[src/rtl/trail_mem_arbiter_if.sv]
// Bus bundle for the trail-map RAM arbiter: display fetch, game port,
// clear control and the RAM side. The arbiter takes the slave modport;
// the surrounding logic (or a bench) takes the master modport.
interface trail_mem_arbiter_if #(
  parameter int ADDR_W = 15,
  parameter int DATA_W = 2
);
  // display fetch
  logic              disp_en;
  logic [ADDR_W-1:0] disp_addr;
  logic              disp_valid;
  logic [DATA_W-1:0] disp_rdata;
  // game port
  logic              g_req;
  logic              g_we;
  logic [ADDR_W-1:0] g_addr;
  logic [DATA_W-1:0] g_wdata;
  logic              g_ack;
  logic              g_rvalid;
  logic [DATA_W-1:0] g_rdata;
  // clear sweep control
  logic              clear_req;
  logic              clear_busy;
  logic              clear_done;
  // RAM side
  logic              mem_en;
  logic              mem_we;
  logic [ADDR_W-1:0] mem_addr;
  logic [DATA_W-1:0] mem_wdata;
  logic [DATA_W-1:0] mem_rdata;

  modport slave (
    input  disp_en, disp_addr, g_req, g_we, g_addr, g_wdata, clear_req, mem_rdata,
    output disp_valid, disp_rdata, g_ack, g_rvalid, g_rdata,
           clear_busy, clear_done, mem_en, mem_we, mem_addr, mem_wdata
  );

  modport master (
    output disp_en, disp_addr, g_req, g_we, g_addr, g_wdata, clear_req, mem_rdata,
    input  disp_valid, disp_rdata, g_ack, g_rvalid, g_rdata,
           clear_busy, clear_done, mem_en, mem_we, mem_addr, mem_wdata
  );
endinterface

[src/rtl/trail_mem_arbiter.sv]
// trail_mem_arbiter: single-port arbiter for the Tron trail-map BRAM.
// Priority each cycle: display fetch > clear sweep > game port.
// The display fetch is never stalled; the RAM has 1-cycle read latency
// and read data is routed back via a registered owner tag.
// Optional feature macro: TRAIL_ARB_CLEAR_EN compiles in the clear FSM,
// its address counter and the clear priority level. Without it the
// clear outputs are tied low and clear_req is ignored.
module trail_mem_arbiter #(
  parameter int DEPTH     = 30000,
  parameter int ADDR_W    = 15,
  parameter int DATA_W    = 2,
  parameter int CLEAR_VAL = 0
) (
  input  logic               clk_40MHz,
  input  logic               reset_n,
  trail_mem_arbiter_if.slave bus
);

  localparam logic [ADDR_W:0]   DEPTH_X = (ADDR_W+1)'(DEPTH);
  localparam logic [DATA_W-1:0] CLR_V   = DATA_W'(CLEAR_VAL);

  logic              in_clear;   // FSM in CLEAR
  logic              clr_gnt;    // clear sweep owns the RAM this cycle
  logic [ADDR_W-1:0] clr_cnt;    // next address the sweep writes
  logic              disp_gnt;
  logic              game_gnt;
  logic              game_oor;   // game address beyond the grid
  logic              own_disp;   // registered owner tags for read data
  logic              own_game;
  logic              own_oor;

`ifdef TRAIL_ARB_CLEAR_EN
  typedef enum logic {IDLE, CLEAR} state_t;
  localparam logic [ADDR_W-1:0] LAST = ADDR_W'(DEPTH-1);

  state_t state;

  // Clear FSM: a display cycle holds the counter so no address is skipped
  always_ff @(posedge clk_40MHz or negedge reset_n) begin
    if (!reset_n) begin
      state   <= IDLE;
      clr_cnt <= '0;
    end else begin
      case (state)
        IDLE: begin
          if (bus.clear_req) begin
            state   <= CLEAR;
            clr_cnt <= '0;
          end
        end
        CLEAR: begin
          if (!bus.disp_en) begin
            if (clr_cnt == LAST) begin
              state   <= IDLE;
              clr_cnt <= '0;
            end else begin
              clr_cnt <= clr_cnt + 1'b1;
            end
          end
        end
        default: state <= IDLE;
      endcase
    end
  end

  assign in_clear       = (state == CLEAR);
  assign clr_gnt        = in_clear & ~bus.disp_en;
  assign bus.clear_busy = in_clear;
  // done pulses with the write of the last address, not a cycle later
  assign bus.clear_done = clr_gnt & (clr_cnt == LAST);
`else
  logic unused_clear_req;
  assign unused_clear_req = bus.clear_req;
  assign in_clear         = 1'b0;
  assign clr_gnt          = 1'b0;
  assign clr_cnt          = '0;
  assign bus.clear_busy   = 1'b0;
  assign bus.clear_done   = 1'b0;
`endif

  // Grants are gated by reset so every RAM-side output is quiet in reset
  assign disp_gnt  = reset_n & bus.disp_en;
  assign game_gnt  = reset_n & bus.g_req & ~bus.disp_en & ~in_clear;
  assign game_oor  = ({1'b0, bus.g_addr} >= DEPTH_X);
  assign bus.g_ack = game_gnt;

  // RAM port mux in priority order; out-of-range game access is acked
  // but never reaches the RAM
  always_comb begin
    bus.mem_en    = 1'b0;
    bus.mem_we    = 1'b0;
    bus.mem_addr  = '0;
    bus.mem_wdata = '0;
    if (disp_gnt) begin
      bus.mem_en   = 1'b1;
      bus.mem_addr = bus.disp_addr;
    end else if (clr_gnt) begin
      bus.mem_en    = 1'b1;
      bus.mem_we    = 1'b1;
      bus.mem_addr  = clr_cnt;
      bus.mem_wdata = CLR_V;
    end else if (game_gnt && !game_oor) begin
      bus.mem_en    = 1'b1;
      bus.mem_we    = bus.g_we;
      bus.mem_addr  = bus.g_addr;
      bus.mem_wdata = bus.g_we ? bus.g_wdata : '0;
    end
  end

  // Owner tag for the read data arriving next cycle
  always_ff @(posedge clk_40MHz or negedge reset_n) begin
    if (!reset_n) begin
      own_disp <= 1'b0;
      own_game <= 1'b0;
      own_oor  <= 1'b0;
    end else begin
      own_disp <= disp_gnt;
      own_game <= game_gnt & ~bus.g_we & ~game_oor;
      own_oor  <= game_gnt & ~bus.g_we &  game_oor;
    end
  end

  assign bus.disp_valid = own_disp;
  assign bus.disp_rdata = own_disp ? bus.mem_rdata : '0;
  assign bus.g_rvalid   = own_game | own_oor;
  assign bus.g_rdata    = own_game ? bus.mem_rdata : '0;

endmodule
[src/flat_wrapper.sv]
// flat-port wrapper written by rule: the top's interface ports become plain ports
module trail_mem_arbiter_flat 
#(
  parameter int DEPTH     = 30000,
  parameter int ADDR_W    = 15,
  parameter int DATA_W    = 2,
  parameter int CLEAR_VAL = 0
)
  (clk_40MHz, reset_n, bus_disp_en, bus_disp_addr, bus_g_req, bus_g_we, bus_g_addr, bus_g_wdata, bus_clear_req, bus_mem_rdata, bus_disp_valid, bus_disp_rdata, bus_g_ack, bus_g_rvalid, bus_g_rdata, bus_clear_busy, bus_clear_done, bus_mem_en, bus_mem_we, bus_mem_addr, bus_mem_wdata);
  trail_mem_arbiter_if #(.ADDR_W(ADDR_W), .DATA_W(DATA_W)) bus_i ();
  input  logic clk_40MHz;
  input  logic reset_n;
  input wire logic [$bits(bus_i.disp_en)-1:0] bus_disp_en;
  input wire logic [$bits(bus_i.disp_addr)-1:0] bus_disp_addr;
  input wire logic [$bits(bus_i.g_req)-1:0] bus_g_req;
  input wire logic [$bits(bus_i.g_we)-1:0] bus_g_we;
  input wire logic [$bits(bus_i.g_addr)-1:0] bus_g_addr;
  input wire logic [$bits(bus_i.g_wdata)-1:0] bus_g_wdata;
  input wire logic [$bits(bus_i.clear_req)-1:0] bus_clear_req;
  input wire logic [$bits(bus_i.mem_rdata)-1:0] bus_mem_rdata;
  output wire logic [$bits(bus_i.disp_valid)-1:0] bus_disp_valid;
  output wire logic [$bits(bus_i.disp_rdata)-1:0] bus_disp_rdata;
  output wire logic [$bits(bus_i.g_ack)-1:0] bus_g_ack;
  output wire logic [$bits(bus_i.g_rvalid)-1:0] bus_g_rvalid;
  output wire logic [$bits(bus_i.g_rdata)-1:0] bus_g_rdata;
  output wire logic [$bits(bus_i.clear_busy)-1:0] bus_clear_busy;
  output wire logic [$bits(bus_i.clear_done)-1:0] bus_clear_done;
  output wire logic [$bits(bus_i.mem_en)-1:0] bus_mem_en;
  output wire logic [$bits(bus_i.mem_we)-1:0] bus_mem_we;
  output wire logic [$bits(bus_i.mem_addr)-1:0] bus_mem_addr;
  output wire logic [$bits(bus_i.mem_wdata)-1:0] bus_mem_wdata;
  assign bus_i.disp_en = bus_disp_en;
  assign bus_i.disp_addr = bus_disp_addr;
  assign bus_i.g_req = bus_g_req;
  assign bus_i.g_we = bus_g_we;
  assign bus_i.g_addr = bus_g_addr;
  assign bus_i.g_wdata = bus_g_wdata;
  assign bus_i.clear_req = bus_clear_req;
  assign bus_i.mem_rdata = bus_mem_rdata;
  assign bus_disp_valid = bus_i.disp_valid;
  assign bus_disp_rdata = bus_i.disp_rdata;
  assign bus_g_ack = bus_i.g_ack;
  assign bus_g_rvalid = bus_i.g_rvalid;
  assign bus_g_rdata = bus_i.g_rdata;
  assign bus_clear_busy = bus_i.clear_busy;
  assign bus_clear_done = bus_i.clear_done;
  assign bus_mem_en = bus_i.mem_en;
  assign bus_mem_we = bus_i.mem_we;
  assign bus_mem_addr = bus_i.mem_addr;
  assign bus_mem_wdata = bus_i.mem_wdata;
  trail_mem_arbiter #(.DEPTH(DEPTH), .ADDR_W(ADDR_W), .DATA_W(DATA_W), .CLEAR_VAL(CLEAR_VAL)) u_core (.clk_40MHz(clk_40MHz), .reset_n(reset_n), .bus(bus_i));
endmodule
[config.mk]
export PLATFORM = sky130hd
export DESIGN_NAME = trail_mem_arbiter_flat
export DESIGN_NICKNAME = d
export VERILOG_FILES = /design/src/rtl/trail_mem_arbiter_if.sv /design/src/rtl/trail_mem_arbiter.sv /design/src/flat_wrapper.sv
export SDC_FILE = /design/constraint.sdc
export NUM_CORES = 1
export LEC_CHECK = 0
export CELL_PAD_IN_SITES_DETAIL_PLACEMENT = 2
export CELL_PAD_IN_SITES_GLOBAL_PLACEMENT = 2
export CORE_MARGIN = 2
export CORE_UTILIZATION = 10
export DETAILED_ROUTE_END_ITERATION = 10
export PLACE_DENSITY_LB_ADDON = 0.08
export SLEW_MARGIN = 30
export SYNTH_ARGS = -nofsm -noshare
export SYNTH_HDL_FRONTEND = slang
export SYNTH_SLANG_ARGS = --single-unit
[constraint.sdc]
create_clock -name clk_40MHz -period 1.3 [get_ports clk_40MHz]
set_input_delay 0.13 -clock clk_40MHz [delete_from_list [all_inputs] [get_ports clk_40MHz]]
set_output_delay 0.13 -clock clk_40MHz [all_outputs]
set_load 0.1 [all_outputs]
==> run_results.csv, run 1 <==
group,metric,value,unit
synthesis,syn-cell-area,507,um2
detailed_routing,vias,995,
critical_path,critPathArrivalTime,1.36,ns
critical_path,max_stage_delay,0.34,ns
sta,report.final.setup_viol,18,
synthesis,ys_seq_area_share,14.8,%
power_and_ir_drop,p_switching,0.595,mW
floorplanning,die_h,75.2,um
floorplanning,row_count,25,
synthesis,yosys_warnings,0,
critical_path,slowest_stage,"nor4_4",
power_and_ir_drop,p_leak,0.859,nW
sta,fin_setup_tns,-1.45,ns
detailed_routing,drt_iter0_drc,21,
detailed_routing,dr.pass1.iters,2,
cts,h-tree-depth,1,
power_and_ir_drop,peakVddDrop,0.246,mV
critical_path,crit_fanout,3,
cts,cts_buffer_depth,2,
synthesis,synth_edf_count,0,
critical_path,path_buf_inv,4,
status,status,"finished with violations",
power_and_ir_drop,cellPowerDensity,608,nW/um2
sta,finalCritPeriodShare,115,%
floorplanning,start_util,10.5,%
synthesis,ys.flop_type,"dfrtp_1",
final_layout,n_antenna_cell,0,
cts,cts_tree,"built",
critical_path,cp-end-kind,"primary output",
status,violations,"setup timing",
grt,overflow,0,
synthesis,netlist_instances,76,
flow_run,cap_viol_max_count,0,
hold_path,hold_class,"in2async",
final_layout,fin_util,43.7,%
synthesis,synthMostInstantiatedCell,"nand2_1",
floorplanning,die-area,5650,um2
cts,cts_made_buffers,3,
power_and_ir_drop,switching_share,46.6,%
synthesis,synthArstFlopShare,100,%
synthesis,synth_common_cells,"nand2_1 (25), o21ai_0 (8), nand3_1 (5), o21ai_1 (5), and2_1 (4)",
sta,rsz0062_at_grt,"yes",
critical_path,cp-start-kind,"primary input",
cts,clock_sinks,3,
placed_design,port_buffers,64,
sta,timing.fmax,671,MHz
floorplanning,die_w,75.2,um
sta,worst_slack,-0.191,ns
power_and_ir_drop,clockPowerShare,22.3,%
critical_path,crit_family,"buffers and inverters",
floorplanning,pin_count,68,
cts,clk_pin_slew,0.03,ns
final_layout,drive_above_1_share,70.8,%
final_layout,area_delta_synth_final,315,%
placed_design,hpwl,2700,um
grt,grt_pass1_wl,5430,um
synthesis,yosys.area.top_type,"nand2_1",
critical_path,crit_chain,"buf_6 -> nor4_4 -> buf_4 -> a22oi_2 -> buf_4 -> o21ai_4 -> buf_12",
synthesis,synth.area.top_cells,"nand2_1 (19%), dfrtp_1 (15%), o21ai_0 (7.9%), a221oi_4 (5.2%), and2_1 (4.9%)",
final_layout,fin_nets,219,
critical_path,worstPathRequired,1.17,ns
detailed_routing,antenna_left,0,
synthesis,synth_cell_types,25,
critical_path,crit_path_frequent_cell,"buf_4",
grt,grt_pass1_vias,1057,
synthesis,yosys_register_bits,3,
grt,antenna_found_initial,0,
placed_design,place.gp.congestion,0.639,
sta,hold_viol,0,
power_and_ir_drop,p_int,0.683,mW
detailed_routing,post_drt_wl_per_cell,14.6,um
grt,grt_start_max_net_pins,9,
floorplanning,fp.coreArea,4820,um2
grt,grt_usage,13.1,%
sta,drv_slew,0,
critical_path,worstSetupPathType,"in2out",
sta,fin_crit,1.49,ns
detailed_routing,avgViaCountPerCell,4.06,
synthesis,syn_area_per_cell,6.67,um2
synthesis,synth_top_area_share,18.5,%
detailed_routing,drc,0,
cts,cts-root-buf,"clkbuf_8",
detailed_routing,routed_wl,3590,um
power_and_ir_drop,combPwrFrac,69.9,%
power_and_ir_drop,power_frac_seq,7.8,%
## metal layers
layer	share of wire [%]	up-vias	wire length, um	global-route usage (%)
met5	0	-	0	0
met4	1.1	0	38	4.68
met3	6.7	3	242	2.95
met2	55	40	1990	25.0
met1	37	480	1320	13.9
li1	-	472	-	-
## how the worst max path moves through the flow
stage,to,cells past startpoint,slack [ns],startpoint
6_report,bus_mem_addr[14],7,-0.19,bus_g_addr[6]
5_1_grt,bus_mem_addr[14],7,-0.22,bus_g_addr[6]
4_1_cts,bus_mem_wdata[1],7,-0.28,bus_g_addr[9]
3_5_place_dp,bus_mem_addr[12],5,-0.58,bus_g_addr[7]
3_3_place_gp,bus_mem_addr[13],5,-0.54,bus_g_addr[7]
2_1_floorplan,bus_mem_wdata[0],4,-0.52,bus_g_addr[7]
## cell usage in the layout (no fill, tap or decap), drive strengths merged, types with 2 or more instances in the layout
| master | synthesis | layout |
|---|---|---|
| conb | 1 | 2 |
| dfrtp | 3 | 3 |
| buf | 4 | 70 |
| nand3 | 5 | 5 |
| a41oi | 2 | 2 |
| and2 | 4 | 4 |
| o21ai | 14 | 14 |
| nor3b | 3 | 3 |
| clkdlybuf4s50 | 0 | 24 |
| a22oi | 3 | 3 |
| inv | 1 | 2 |
| clkbuf | 1 | 10 |
| nand2 | 25 | 25 |
## metrics by stage
stage,hold WS (ns),setup WS (ns),cells,power (mW),instance area (um2)
finish,0.343,-0.191,245,1.28,2100
global placement,0.463,-0.544,227,0.930,1850
CTS,0.350,-0.277,244,1.29,2100
global route,0.361,-0.224,245,1.33,2100
detailed placement,0.477,-0.578,227,0.941,1850
floorplan,-0.166,-0.516,77,0.549,713
## registers in the layout, summed over array words and instances, names as in the netlist
signal	flops
u_core.bus.disp_valid	1
u_core.own_game	1
u_core.own_oor	1
## final cells by class
cell class,count,area [um2]
tap,67,83.8
fill,513,2710
inverter,3,18.8
clock buffer,4,45.0
sequential,3,76.3
multi-input combinational,66,679
timing repair buffer,102,1200
## cells by family (layout without fill, tap and decap cells)
family,after synthesis,in the layout,share of synthesized area (%)
simple gates,42,42,43.5
compound gates,22,22,31.4
buf+inv,8,109,9.63
flops,3,3,14.8
other cells,1,2,0.740
## worst min-delay path, delay by kind of cell
family                 cells  cell delay [ns]
buffers and inverters      3             0.76
## what timing repair did
item,4_1_cts,5_1_grt
buffers inserted,11,5
hold endpoints to repair,3,0
gates cloned,2,0
gates resized for setup,58,26
setup endpoints to repair,22,19
pin swaps,17,12
hold buffers,1,0
## power groups by stage
stage | Clock (mW) | Combinational [mW] | Sequential [mW]
final | 0.285 | 0.894 | 0.0999
after global routing | 0.298 | 0.930 | 0.100
after CTS | 0.296 | 0.890 | 0.100
after detailed placement | 0 | 0.839 | 0.101
after global placement | 0 | 0.829 | 0.100
after floorplan | 0 | 0.438 | 0.111
No activity file was read; power rests on OpenSTA's default activity.
==> run 2: changes to the inputs <==
- CAP_MARGIN: unset -> 40
- clock period: 1.3 -> 1.6 ns (I/O delays scaled with it)
==> run 2 against run 1 <==
The run now ends clean. Sequential power is 19% lower. Final area decreased by 4.9%. Critical path depth is 1 higher. Combinational power decreased by 22%. Clock-buffer cell count unchanged. Sequential share of layout area grew 0.19 points. Via count decreased by 7.5%. Flip-flop and latch count unchanged. Wire length shrank 6.2%. Worst hold slack worse by 0.33 ns. Global-route usage decreased by 0.82 points. Critical path type unchanged. Largest power group unchanged.
==> run_results.csv, run 2 (synthesized netlist as in run 1, its figures left out) <==
group,metric,value,unit
status,status,"complete, no violations",
grt,overflow,0,
sta,report.final.setup_viol,0,
detailed_routing,avgViaCountPerCell,3.98,
placed_design,pre_cts_ws,-0.490,ns
detailed_routing,vias,920,
critical_path,worstSetupPathType,"in2out",
flow_run,cap_viol_max_count,0,
cts,cts_tree,"built",
power_and_ir_drop,p_total,0.997,mW
final_layout,final_common_cell,"buf_12",
cts,clock_sinks,3,
grt,grt_usage,12.2,%
floorplanning,row_count,25,
critical_path,worstPathRequired,1.44,ns
detailed_routing,drt_iter0_drc,22,
floorplanning,start_util,10.5,%
final_layout,area_delta_synth_final,295,%
sta,timing.fmax,645,MHz
grt,grt_start_max_net_pins,9,
detailed_routing,antenna_left,0,
power_and_ir_drop,peakVddDrop,0.177,mV
floorplanning,die_w,75.2,um
final_layout,fin_nets,205,
final_layout,fin_util,41.5,%
floorplanning,fp.coreArea,4820,um2
grt,grt_pass1_vias,1055,
floorplanning,die-area,5650,um2
grt,grt_pass1_wl,5150,um
final_layout,n_antenna_cell,0,
final_layout,drive_above_1_share,57.9,%
critical_path,crit_fanout,4,
critical_path,slowest_stage,"nor4_4",
sta,drv_slew,0,
detailed_routing,routed_wl,3370,um
cts,cts_made_buffers,3,
placed_design,placed_cells,221,
power_and_ir_drop,cellPowerDensity,498,nW/um2
sta,timing.hold.ws,0.0130,ns
placed_design,place.gp.congestion,0.716,
critical_path,max_stage_delay,0.27,ns
power_and_ir_drop,p_leak,0.770,nW
cts,cts_buffer_depth,2,
sta,rsz0062_at_grt,"yes",
cts,h-tree-depth,1,
sta,worst_slack,0.0486,ns
placed_design,hpwl,2870,um
final_layout,layout_common_cells,"buf_12 (27), clkdlybuf4s50_1 (24), nand2_1 (21)",
cts,clk_pin_slew,0.03,ns
sta,finalCritPeriodShare,97.0,%
final_layout,fin_cells,231,
critical_path,crit_chain,"buf_8 -> nor4_4 -> buf_4 -> a221oi_4 -> buf_6 -> buf_8 -> o21ai_4 -> buf_12",
detailed_routing,drc,0,
detailed_routing,post_drt_wl_per_cell,14.6,um
grt,antenna_found_initial,0,
detailed_routing,dr.pass1.iters,2,
critical_path,cp-start-kind,"primary input",
sta,hold_viol,0,
floorplanning,die_h,75.2,um
critical_path,cp-end-kind,"primary output",
placed_design,port_buffers,64,
floorplanning,pin_count,68,
critical_path,critPathArrivalTime,1.39,ns
sta,fin_crit,1.55,ns
critical_path,crit_path_frequent_cell,"buf_8",
cts,cts-root-buf,"clkbuf_8",
hold_path,hold_class,"in2async",
-- run 2: what timing repair did --
action,CTS,global route
pin swaps,11,16
endpoints found under the setup margin,20,16
hold buffers,0,0
gates resized for setup,45,20
setup buffers,6,0
cloned,1,0
-- run 2: final timing paths --
| kind | from | endpoint | slack (ns) | depth (start not counted) |
|---|---|---|---|---|
| worst min-delay path | reset_n | u_core.bus.disp_valid$_DFF_PN0_ | 0.01 | 2 |
| worst max-delay path | bus_g_addr[6] | bus_mem_addr[0] | 0.05 | 8 |
| min in group clk_40MHz | bus_disp_en | u_core.bus.disp_valid$_DFF_PN0_ | 0.56 | 4 |
| max in group asynchronous | reset_n | u_core.bus.disp_valid$_DFF_PN0_ | 1.49 | 2 |
-- run 2: per-stage QoR --
stage               TNS [ns]  area, um2
finish                     0       2000
global route         -0.0414       2000
CTS                  -0.0421       1940
detailed placement     -6.89       1780
global placement       -6.43       1780
floorplan              -1.46        697
-- run 2: cell type report --
type | count | area [um2]
fillers | 516 | 2820
clock buffers | 4 | 45.0
flip-flops and latches | 3 | 76.3
multi-input cells | 66 | 664
repair buffers | 88 | 1110
well taps | 67 | 83.8
inverters | 3 | 17.5
-- run 2: critical path, delay by kind of cell --
| kind | cells | cell delay, ns |
|---|---|---|
| AOI/OAI and AO/OA | 2 | 0.23 |
| buffers and inverters | 5 | 0.72 |
| and+or+nand+nor | 1 | 0.27 |
-- run 2: where the power goes --
group | switching, mW | internal, mW | leakage (nW)
Sequential | 0.00192 | 0.0787 | 0.0393
Clock | 0.0521 | 0.170 | 0.0228
Combinational | 0.413 | 0.281 | 0.708
Total | 0.467 | 0.530 | 0.770
-- run 2: layer usage --
| layer | GRT usage, % | up-vias | routed length (um) | part of all wire, % |
|---|---|---|---|---|
| li1 | - | 442 | - | - |
| met3 | 3.08 | 6 | 268 | 8.0 |
| met5 | 0 | - | 0 | 0 |
| met4 | 3.90 | 0 | 38 | 1.1 |
| met1 | 13.2 | 434 | 1230 | 36 |
| met2 | 23.2 | 38 | 1830 | 54 |
